### src/rtl/pcm_play_pkg.sv
// Shared types and constants for the PCM playback scheduler.
package pcm_play_pkg;

    typedef enum logic [1:0] {
        ST_IDLE,
        ST_PRIME,
        ST_PLAY,
        ST_UNDERRUN
    } play_state_e;

    localparam int DIV_DEF       = 128;
    localparam int MUTE_HOLD_DEF = 4;

    // Field positions inside the 32-bit stereo word
    localparam int L_MSB = 31;
    localparam int L_LSB = 16;
    localparam int R_MSB = 15;
    localparam int R_LSB = 0;

    typedef struct packed {
        logic [15:0] l;
        logic [15:0] r;
    } stereo_t;

endpackage

### src/rtl/pcm_fs_timer.sv
// Free-running frame counter: produces the fs frame clock and the
// end-of-frame boundary strobe (fcnt == DIV-1).
module pcm_fs_timer #(
    parameter int DIV = 128
) (
    input  logic clk,
    input  logic reset,
    output logic pcm_fs,
    output logic boundary
);

    localparam int FW = $clog2(DIV);

    logic [FW-1:0] fcnt;

    // DIV is a power of two, so natural wrap gives DIV-1 -> 0
    always_ff @(posedge clk or posedge reset) begin
        if (reset) fcnt <= '0;
        else       fcnt <= fcnt + 1'b1;
    end

    assign boundary = (fcnt == FW'(DIV - 1));
    assign pcm_fs   = ~fcnt[FW-1];

endmodule

### src/rtl/pcm_play_scheduler.sv
// PCM playback scheduler: one-entry sample hold, frame-aligned output
// update and underrun muting. Define PCM_UNDERRUN_COUNT_EN to add the
// saturating underrun_count output.
module pcm_play_scheduler
    import pcm_play_pkg::*;
#(
    parameter int DIV       = DIV_DEF,
    parameter int MUTE_HOLD = MUTE_HOLD_DEF
) (
    input  logic        clk,
    input  logic        reset,
    input  logic        play_en,
    input  logic [31:0] st_data,
    input  logic        st_valid,
    output logic        st_ready,
    output logic        pcm_fs,
    output logic [15:0] pcm_ldata,
    output logic [15:0] pcm_rdata,
    output logic        pcm_mute,
    output logic        underrun
`ifdef PCM_UNDERRUN_COUNT_EN
    ,
    output logic [15:0] underrun_count
`endif
);

    play_state_e state, state_nxt;
    stereo_t     hold_data;
    logic        hold_full;
    logic [7:0]  hold_cnt, cnt_nxt;
    logic        boundary, accept;
    logic        load, silence, start_ur, hold_clr;

    pcm_fs_timer #(.DIV(DIV)) u_timer (
        .clk      (clk),
        .reset    (reset),
        .pcm_fs   (pcm_fs),
        .boundary (boundary)
    );

    // Ready is gated by reset so the port reads 0 while reset is held
    assign st_ready = play_en & ~hold_full & ~reset;
    assign accept   = st_valid & st_ready;

    always_comb begin
        state_nxt = state;
        cnt_nxt   = hold_cnt;
        load      = 1'b0;
        silence   = 1'b0;
        start_ur  = 1'b0;
        hold_clr  = 1'b0;
        if (!play_en) begin
            state_nxt = ST_IDLE;
            silence   = 1'b1;
            hold_clr  = 1'b1;
            cnt_nxt   = '0;
        end else begin
            case (state)
                ST_IDLE: begin
                    state_nxt = ST_PRIME;
                    silence   = 1'b1;
                    hold_clr  = 1'b1;
                end
                ST_PRIME: begin
                    if (boundary && hold_full) begin
                        state_nxt = ST_PLAY;
                        load      = 1'b1;
                    end
                end
                ST_PLAY: begin
                    if (boundary) begin
                        if (hold_full) begin
                            load = 1'b1;
                        end else begin
                            state_nxt = ST_UNDERRUN;
                            start_ur  = 1'b1;
                            silence   = 1'b1;
                            cnt_nxt   = 8'(MUTE_HOLD);
                        end
                    end
                end
                ST_UNDERRUN: begin
                    if (boundary) begin
                        if (hold_cnt == '0 && hold_full) begin
                            state_nxt = ST_PLAY;
                            load      = 1'b1;
                        end else if (hold_cnt != '0) begin
                            cnt_nxt = hold_cnt - 1'b1;
                        end
                    end
                end
            endcase
        end
    end

    always_ff @(posedge clk or posedge reset) begin
        if (reset) begin
            state     <= ST_IDLE;
            hold_cnt  <= '0;
            hold_full <= 1'b0;
            hold_data <= '0;
            pcm_ldata <= '0;
            pcm_rdata <= '0;
            pcm_mute  <= 1'b1;
            underrun  <= 1'b0;
        end else begin
            state    <= state_nxt;
            hold_cnt <= cnt_nxt;
            underrun <= start_ur;
            // A fresh accept in the IDLE->PRIME cycle wins over the clear
            if (accept) begin
                hold_full   <= 1'b1;
                hold_data.l <= st_data[L_MSB:L_LSB];
                hold_data.r <= st_data[R_MSB:R_LSB];
            end else if (load || hold_clr) begin
                hold_full <= 1'b0;
            end
            if (silence) begin
                pcm_mute  <= 1'b1;
                pcm_ldata <= '0;
                pcm_rdata <= '0;
            end else if (load) begin
                pcm_mute  <= 1'b0;
                pcm_ldata <= hold_data.l;
                pcm_rdata <= hold_data.r;
            end
        end
    end

`ifdef PCM_UNDERRUN_COUNT_EN
    always_ff @(posedge clk or posedge reset) begin
        if (reset)
            underrun_count <= '0;
        else if (state == ST_IDLE && play_en)
            underrun_count <= '0;
        else if (start_ur && underrun_count != 16'hFFFF)
            underrun_count <= underrun_count + 16'd1;
    end
`endif

endmodule

### config.mk
export PLATFORM = sky130hd
export DESIGN_NAME = pcm_play_scheduler
export DESIGN_NICKNAME = d
export VERILOG_FILES = /design/src/rtl/pcm_play_pkg.sv /design/src/rtl/pcm_fs_timer.sv /design/src/rtl/pcm_play_scheduler.sv
export SDC_FILE = /design/constraint.sdc
export NUM_CORES = 1
export LEC_CHECK = 0
export CAP_MARGIN = 10
export CORE_UTILIZATION = 56
export DETAILED_ROUTE_END_ITERATION = 8
export DONT_BUFFER_PORTS = 1
export PLACE_DENSITY = 0.82
export SYNTH_ARGS = -nofsm -noshare
export SYNTH_HDL_FRONTEND = slang
export SYNTH_SLANG_ARGS = --single-unit
### constraint.sdc
create_clock -name clk -period 2.7 [get_ports clk]
set_clock_uncertainty 0.15 [all_clocks]
set_input_delay 0.27 -clock clk [delete_from_list [all_inputs] [get_ports clk]]
set_output_delay 0.27 -clock clk [all_outputs]
set_load 0.005 [all_outputs]
; ---- Yosys cells after proc, flatten, opt, wreduce, memory -nomap -nowiden
; Index checks and enable logic that the tools add are counted.
[totals]
reg_bits = 84
inputBits = 36
out_inout_bits = 36
wordCells = 77
[op_classes]
addsub = 2
eq_ne = 12
n_mux = 37
bitwise = 6
n_reduce_logical = 10
[ops]
columns = cell, count
row1 = 16-bit 2-to-1 mux, 4
row2 = 8-bit 2-to-1 mux, 6
row3 = "3-bit inequality test, second input constant", 7
row4 = 1-bit 2-to-1 mux, 17
row5 = 8-bit case mux with 2 select lines, 1
row6 = 2-bit 2-to-1 mux, 6
row7 = 8-bit zero test, 1
row8 = 2-bit case mux with 4 select lines, 1
row9 = 8-bit nonzero test, 1
row10 = "8-bit by 1-bit subtractor with 8-bit output, second input constant", 1
row11 = "7-bit by 1-bit adder with 7-bit output, second input constant", 1
row12 = "7-bit equality test, second input constant", 1
row13 = 6-bit AND reduction, 1
row14 = 5-bit AND reduction, 1
row15 = "2-bit equality test, second input constant", 2
row16 = 2-bit nonzero test, 2
row17 = 1-bit bitwise AND, 3
row18 = "3-bit by 1-bit inequality test with 1-bit output, second input constant", 1
row19 = 1-bit inverter, 3
row20 = 1-bit case mux with 3 select lines, 1
row21 = "2-bit by 1-bit equality test with 1-bit output, second input constant", 1
row22 = 1-bit logical AND, 2
row23 = 2-bit zero test, 1
row24 = 1-bit case mux with 2 select lines, 1
row25 = 1-bit logical OR, 1

; ---- Depth between registers and ports, before layout
[logic_depth]
ltp_word = 9
depth_mapped = 7
mapped_depth_nobuf = 6

; ---- By module
; From an unflattened synthesis, not the netlist that was laid out.
[unflattened]
hier_cells = 318
area_unflattened_um2 = 3751.1
[modules_own_cells]
columns = module, n_inst, cells_each, area_each_um2, seq_area_each_um2
row1 = pcm_play_scheduler, 1, 295, 3467.1, 1928.1
row2 = pcm_fs_timer, 1, 23, 284.0, 175.2

; ---- Least setup slack after synthesis
; OpenSTA, ideal clock, no wires.
[synth_path]
path_type = reg-to-reg
startpoint = register hold_cnt[0]
endpoint = register hold_full
setup_time_ns = 0.124
arrival_ns = 1.636
required_ns = 2.426
setup_slack_ns = 0.790
path_stages_with_launch = 7
n_path_buf = 0
synth_period_minus_slack_ns = 1.910
path_cell_list = dfrtp_1 -> inv_1 -> ha_1 -> or3b_2 -> o21bai_4 -> a21oi_1 -> or2_1
[synth_between]
elab_chain_cells = 8
[synth_lines]
columns = item, line_no
row1 = start: declaration, pcm_play_scheduler.sv:30  ; logic [7:0] hold_cnt, cnt_nxt;
row2 = start signal: assignment, pcm_play_scheduler.sv:108  ; hold_cnt <= cnt_nxt;
row3 = 8-bit zero test, pcm_play_scheduler.sv:84  ; if (hold_cnt == '0 && hold_full) begin
row4 = 1-bit logical AND, pcm_play_scheduler.sv:84
row5 = 1-bit 2-to-1 mux, pcm_play_scheduler.sv:84
row6 = 1-bit 2-to-1 mux, pcm_play_scheduler.sv:83  ; if (boundary) begin
row7 = 1-bit case mux with 3 select lines, pcm_play_scheduler.sv:58  ; case (state)
row8 = 1-bit 2-to-1 mux, pcm_play_scheduler.sv:52  ; if (!play_en) begin
row9 = 1-bit logical OR, pcm_play_scheduler.sv:115  ; end else if (load || hold_clr) begin
row10 = 2-bit nonzero test (no source line), n/a
row11 = end signal: assignment, pcm_play_scheduler.sv:100  ; hold_full <= 1'b0;
row12 = end signal: assignment, pcm_play_scheduler.sv:112  ; hold_full <= 1'b1;
row13 = end signal: assignment, pcm_play_scheduler.sv:116  ; hold_full <= 1'b0;
row14 = end: declaration, pcm_play_scheduler.sv:29  ; logic hold_full;
; Every way passes these cells.
; A chain may end at the register's enable or synchronous reset.

; ---- Worst setup path after layout
[layout_path]
startpoint = register hold_cnt[0]
endpoint = register pcm_rdata[1]
[layout_between]
elab_chain_cells = 7
[layout_lines]
columns = item, line_no
row1 = 8-bit zero test, pcm_play_scheduler.sv:84
row2 = 1-bit logical AND, pcm_play_scheduler.sv:84
row3 = 1-bit 2-to-1 mux, pcm_play_scheduler.sv:84
row4 = 1-bit 2-to-1 mux, pcm_play_scheduler.sv:83
row5 = 1-bit case mux with 3 select lines, pcm_play_scheduler.sv:58
row6 = 1-bit 2-to-1 mux, pcm_play_scheduler.sv:52
row7 = 2-bit nonzero test (no source line), n/a
row8 = end signal: assignment, pcm_play_scheduler.sv:125  ; pcm_rdata <= hold_data.r;
row9 = end: declaration, pcm_play_scheduler.sv:18  ; output logic [15:0] pcm_rdata,
; Every way passes these cells.

==> metrics.md <==
| Metric | Value |
|---|---|
| Area of the multi-input gates | `1420 sq um` |
| Post-synthesis register bit count | `84` |
| End of the worst register-to-register path | `pcm_rdata[1]` |
| Initial antenna violation count | `0` |
| Via count | `2752` |
| First-pass GRT wire length | `13800 um` |
| Count of different cell masters after synthesis | `47` |
| Ranking of synthesized cells by area | `sky130_fd_sc_hd__dfrtp_1 (56%), sky130_fd_sc_hd__mux2_2 (9.8%), sky130_fd_sc_hd__a21oi_1 (4.9%)` |
| Filler Cell Count | `469` |
| Total clock buffers created by CTS | `9` |
| Final weighted congestion in routability-driven placement | `0.899` |
| Transition time of the tightest slew-check pin | `0.745 ns` |
| Synthesized area | `3680 sq um` |
| Commonest non-fill, non-tap cell in the layout | `sky130_fd_sc_hd__dfrtp_1` |
| Post-layout net count | `398` |
| Longest Clk Path Bufs | `2` |
| WHS Endpoint | `hold_cnt[4]` |
| Finished Layout Cells | `441` |
| Share of final-layout standard cells stronger than drive strength 1 | `18.4%` |
| Master cell of the clock root buffer | `sky130_fd_sc_hd__clkbuf_8` |
| Hold path cells | `2` |
| Launch point of the worst reg-to-reg path | `hold_cnt[0]` |
| Ratio of final minimum period to clock period | `84.9%` |
| Yosys Warn Count | `0` |
| Finished Core Util | `67.8%` |
| Highest clock rate | `436 MHz` |
| Via density per instance | `6.24` |
| Crit. End Element | `register` |
| Worst hold path class | `in -> reg` |
| Critical Path RT | `2.83 ns` |
| Crit Path Max Fanout | `19` |
| Status | `finished clean` |
| Total chip power | `2.64 mW` |
| Maximum level of the CTS H-tree | `3` |
| Startpoint-to-endpoint class of the critical path | `reg -> reg` |
| Commonest cells after routing, fill and taps aside | `sky130_fd_sc_hd__dfrtp_1 (83), sky130_fd_sc_hd__nand3_1 (36), sky130_fd_sc_hd__a21oi_1 (36), sky130_fd_sc_hd__o21ai_0 (34), sky130_fd_sc_hd__dlygate4sd3_1 (34)` |
| Setup repair after global routing missed its margin | `false` |
| Clock-pin slew on the worst setup and hold paths | `roughly 0.090 ns` |
| Count of maximum capacitance violations | `0` |
| Post-cts resize count | `0` |
| HPWL after DPL | `about 5000 um` |
| Clock insertion delay at the later pin of the skew report | `0.35 ns` |
| Number of cells produced by synthesis | `325` |
| Sequential area share after synthesis | `a little under three fifths` |
| Global-route total usage across every layer | `about 26%` |
| Core ar. | `6350 sq um` |
| Final hold violations | `0` |
| Initial detailed-routing violation count | `290` |
| Launch point of the worst hold path | `play_en` |
| Vias in the first global route | `2741` |
| Worst Path Arrival | `2.43 ns` |
| DRT Pass-1 Iters | `4` |
| Max-Slew Margin vs Limit | `roughly half` |
| Placement row count | `29` |
| Signed area change from the synthesized netlist to the final layout | `16.9%` |
| Drt total wl | `~8400 um` |
| TritonCTS clock tree | `done` |
| Share of Yosys cell area claimed by the top area cell type | `56.4%` |
| Routed length per placed instance | `around 19 um` |
| Floorplan die height | `between 80 and 90 um` |
| Reg2Reg Depth | `7` |
| Final period demand of the worst path | `2.29 ns` |
| Final slew viol count | `0` |
| Die area | `6900 sq um` |
| Die Span X | `83.1 um` |
| IO Count | `a little over 70` |
| Combined flip-flop and latch cell area | `2100 sq um` |
| Mean area per synthesized cell | `around 11 sq um` |
| Setup bufs post-CTS | `0` |
| Syn nets | `between 300 and 400` |
| Antenna diode instance count | `0` |
| Hold_ws | `a little under 0.09 ns` |
| Total number of clock tree sinks | `84` |
| Quantity of I/O buffers inserted on ports | `0` |
| Final setup violation count | `0` |
| Post-route DRC | `0` |
| Worst R2R Setup Slack | `roughly 0.41 ns` |
| Dominant cell type by area after synthesis | `sky130_fd_sc_hd__dfrtp_1` |
| Critical Path Start Type | `register` |
| Final TNS setup | `0 ns` |
| Global-route congestion overflow total | `0` |
| Count of nets left with antenna violations after detail routing | `0` |
| Peak supply drop | `0.000581 V` |
| Starting density of the core | `~58%` |
| Static Leakage | `1.75 nW` |
| Cells after DPL | `391` |
| Largest net degree at the start of global routing | `85` |
| Timing startpoint of the critical path | `hold_cnt[0]` |
| Power density relative to cell area | `about 610 nW/um^2` |
[synthesized netlist by cell type, drive strengths merged]
| master | count |
|---|---|
| o211ai | 1 |
| inv | 11 |
| nor4bb | 1 |
| nand2 | 5 |
| a211oi | 1 |
| xor2 | 2 |
| and2 | 2 |
| and4 | 1 |
| or3 | 2 |
| nor2 | 9 |
| nand4b | 1 |
| a41oi | 2 |
| o21bai | 1 |
| or4 | 1 |
| nor3 | 5 |
| nor2b | 1 |
| or3b | 1 |
| a31oi | 5 |
| o22ai | 1 |
| o21ai | 40 |
| dfstp | 1 |
| a21o | 1 |
| or2 | 1 |
| mux2i | 1 |
| a22o | 1 |
| and3 | 1 |
| dfrtp | 83 |
| mux2 | 32 |
| o21a | 2 |
| o31a | 1 |
| nand4 | 3 |
| nand3 | 36 |
| ha | 3 |
| a21oi | 36 |
| buf | 16 |
| o2111ai | 2 |
| o32ai | 1 |
| clkbuf | 5 |
| nand2b | 2 |
| xnor2 | 3 |
| nor4 | 1 |
[cell families after synthesis]
| logic type | after synthesis | synth area share [%] |
|---|---|---|
| DFF | 84 | 57.1 |
| xor gates and xnor gates | 5 | 1.19 |
| adders and majority gates | 3 | 1.02 |
| AOI/OAI and AO/OA | 95 | 14.7 |
| and+or+nand+nor | 73 | 11.2 |
| buffers and inverters | 32 | 4.66 |
| muxes | 33 | 10.1 |
[area by class of cell]
cell class                      count  area share [%]
Multi-Input combinational cell    209            32.9
Clock inverter                      4            1.72
Tap cell                           77            2.24
Timing Repair Buffer               44            9.94
Inverter                           11           0.988
Clock buffer                       12            3.37
Sequential cell                    84            48.9
[how the worst max path moves through the flow]
| stage | slack, ns | depth (start not counted) | end |
|---|---|---|---|
| 2_1_floorplan | 0.12 | 1 | hold_cnt[0] |
| 3_3_place_gp | 0.56 | 7 | pcm_ldata[10] |
| 3_5_place_dp | 0.44 | 7 | pcm_rdata[6] |
| 4_1_cts | 0.43 | 7 | pcm_rdata[2] |
| 5_1_grt | 0.24 | 7 | pcm_rdata[8] |
| 6_report | 0.41 | 7 | pcm_rdata[1] |
[timing repair]
item,4_1_cts,5_1_grt
endpoints found under the setup margin,0,0
hold endpoints to repair,125,0
hold buffers,34,0
[state kept, by name, indices dropped and copies added (netlist names)]
signal,count
state,2
pcm_ldata,16
pcm_rdata,16
u_timer.fcnt,7
hold_data,32
hold_cnt,8
underrun,1
hold_full,1
pcm_mute,1
[metal layers]
metal | part of all wire (%) | up-vias | wire length [um] | track usage [%]
li1 | - | 1246 | - | -
met1 | 38 | 1366 | 3180 | 31.4
met2 | 52 | 118 | 4370 | 43.0
met3 | 7.7 | 22 | 645 | 7.06
met4 | 2.4 | 0 | 199 | 12.2
met5 | 0 | - | 0 | 0
[stage by stage]
step / area, sq um / setup slack (ns)
2_1_floorplan: 3680 / 0.117
3_3_place_gp: 3740 / 0.559
3_5_place_dp: 3740 / 0.443
4_1_cts: 4300 / 0.434
5_1_grt: 4300 / 0.244
6_report: 4300 / 0.409
[critical path, cell delays in order, from the launching register on]
cell and delay (ns):
sky130_fd_sc_hd__dfrtp_1 0.39, sky130_fd_sc_hd__inv_1 0.12, sky130_fd_sc_hd__ha_1 0.24, sky130_fd_sc_hd__or3b_2 0.50, sky130_fd_sc_hd__o21bai_4 0.26, sky130_fd_sc_hd__buf_4 0.29, sky130_fd_sc_hd__nand3_1 0.12, sky130_fd_sc_hd__a21oi_1 0.15
[power by group]
| group | switching, mW | internal [mW] | total (mW) |
|---|---|---|---|
| combinational | 0.0944 | 0.132 | 0.226 |
| clock | 0.440 | 0.547 | 0.988 |
| sequential | 0.0630 | 1.36 | 1.43 |
| total | 0.598 | 2.04 | 2.64 |
(Power assumes the default switching activity.)
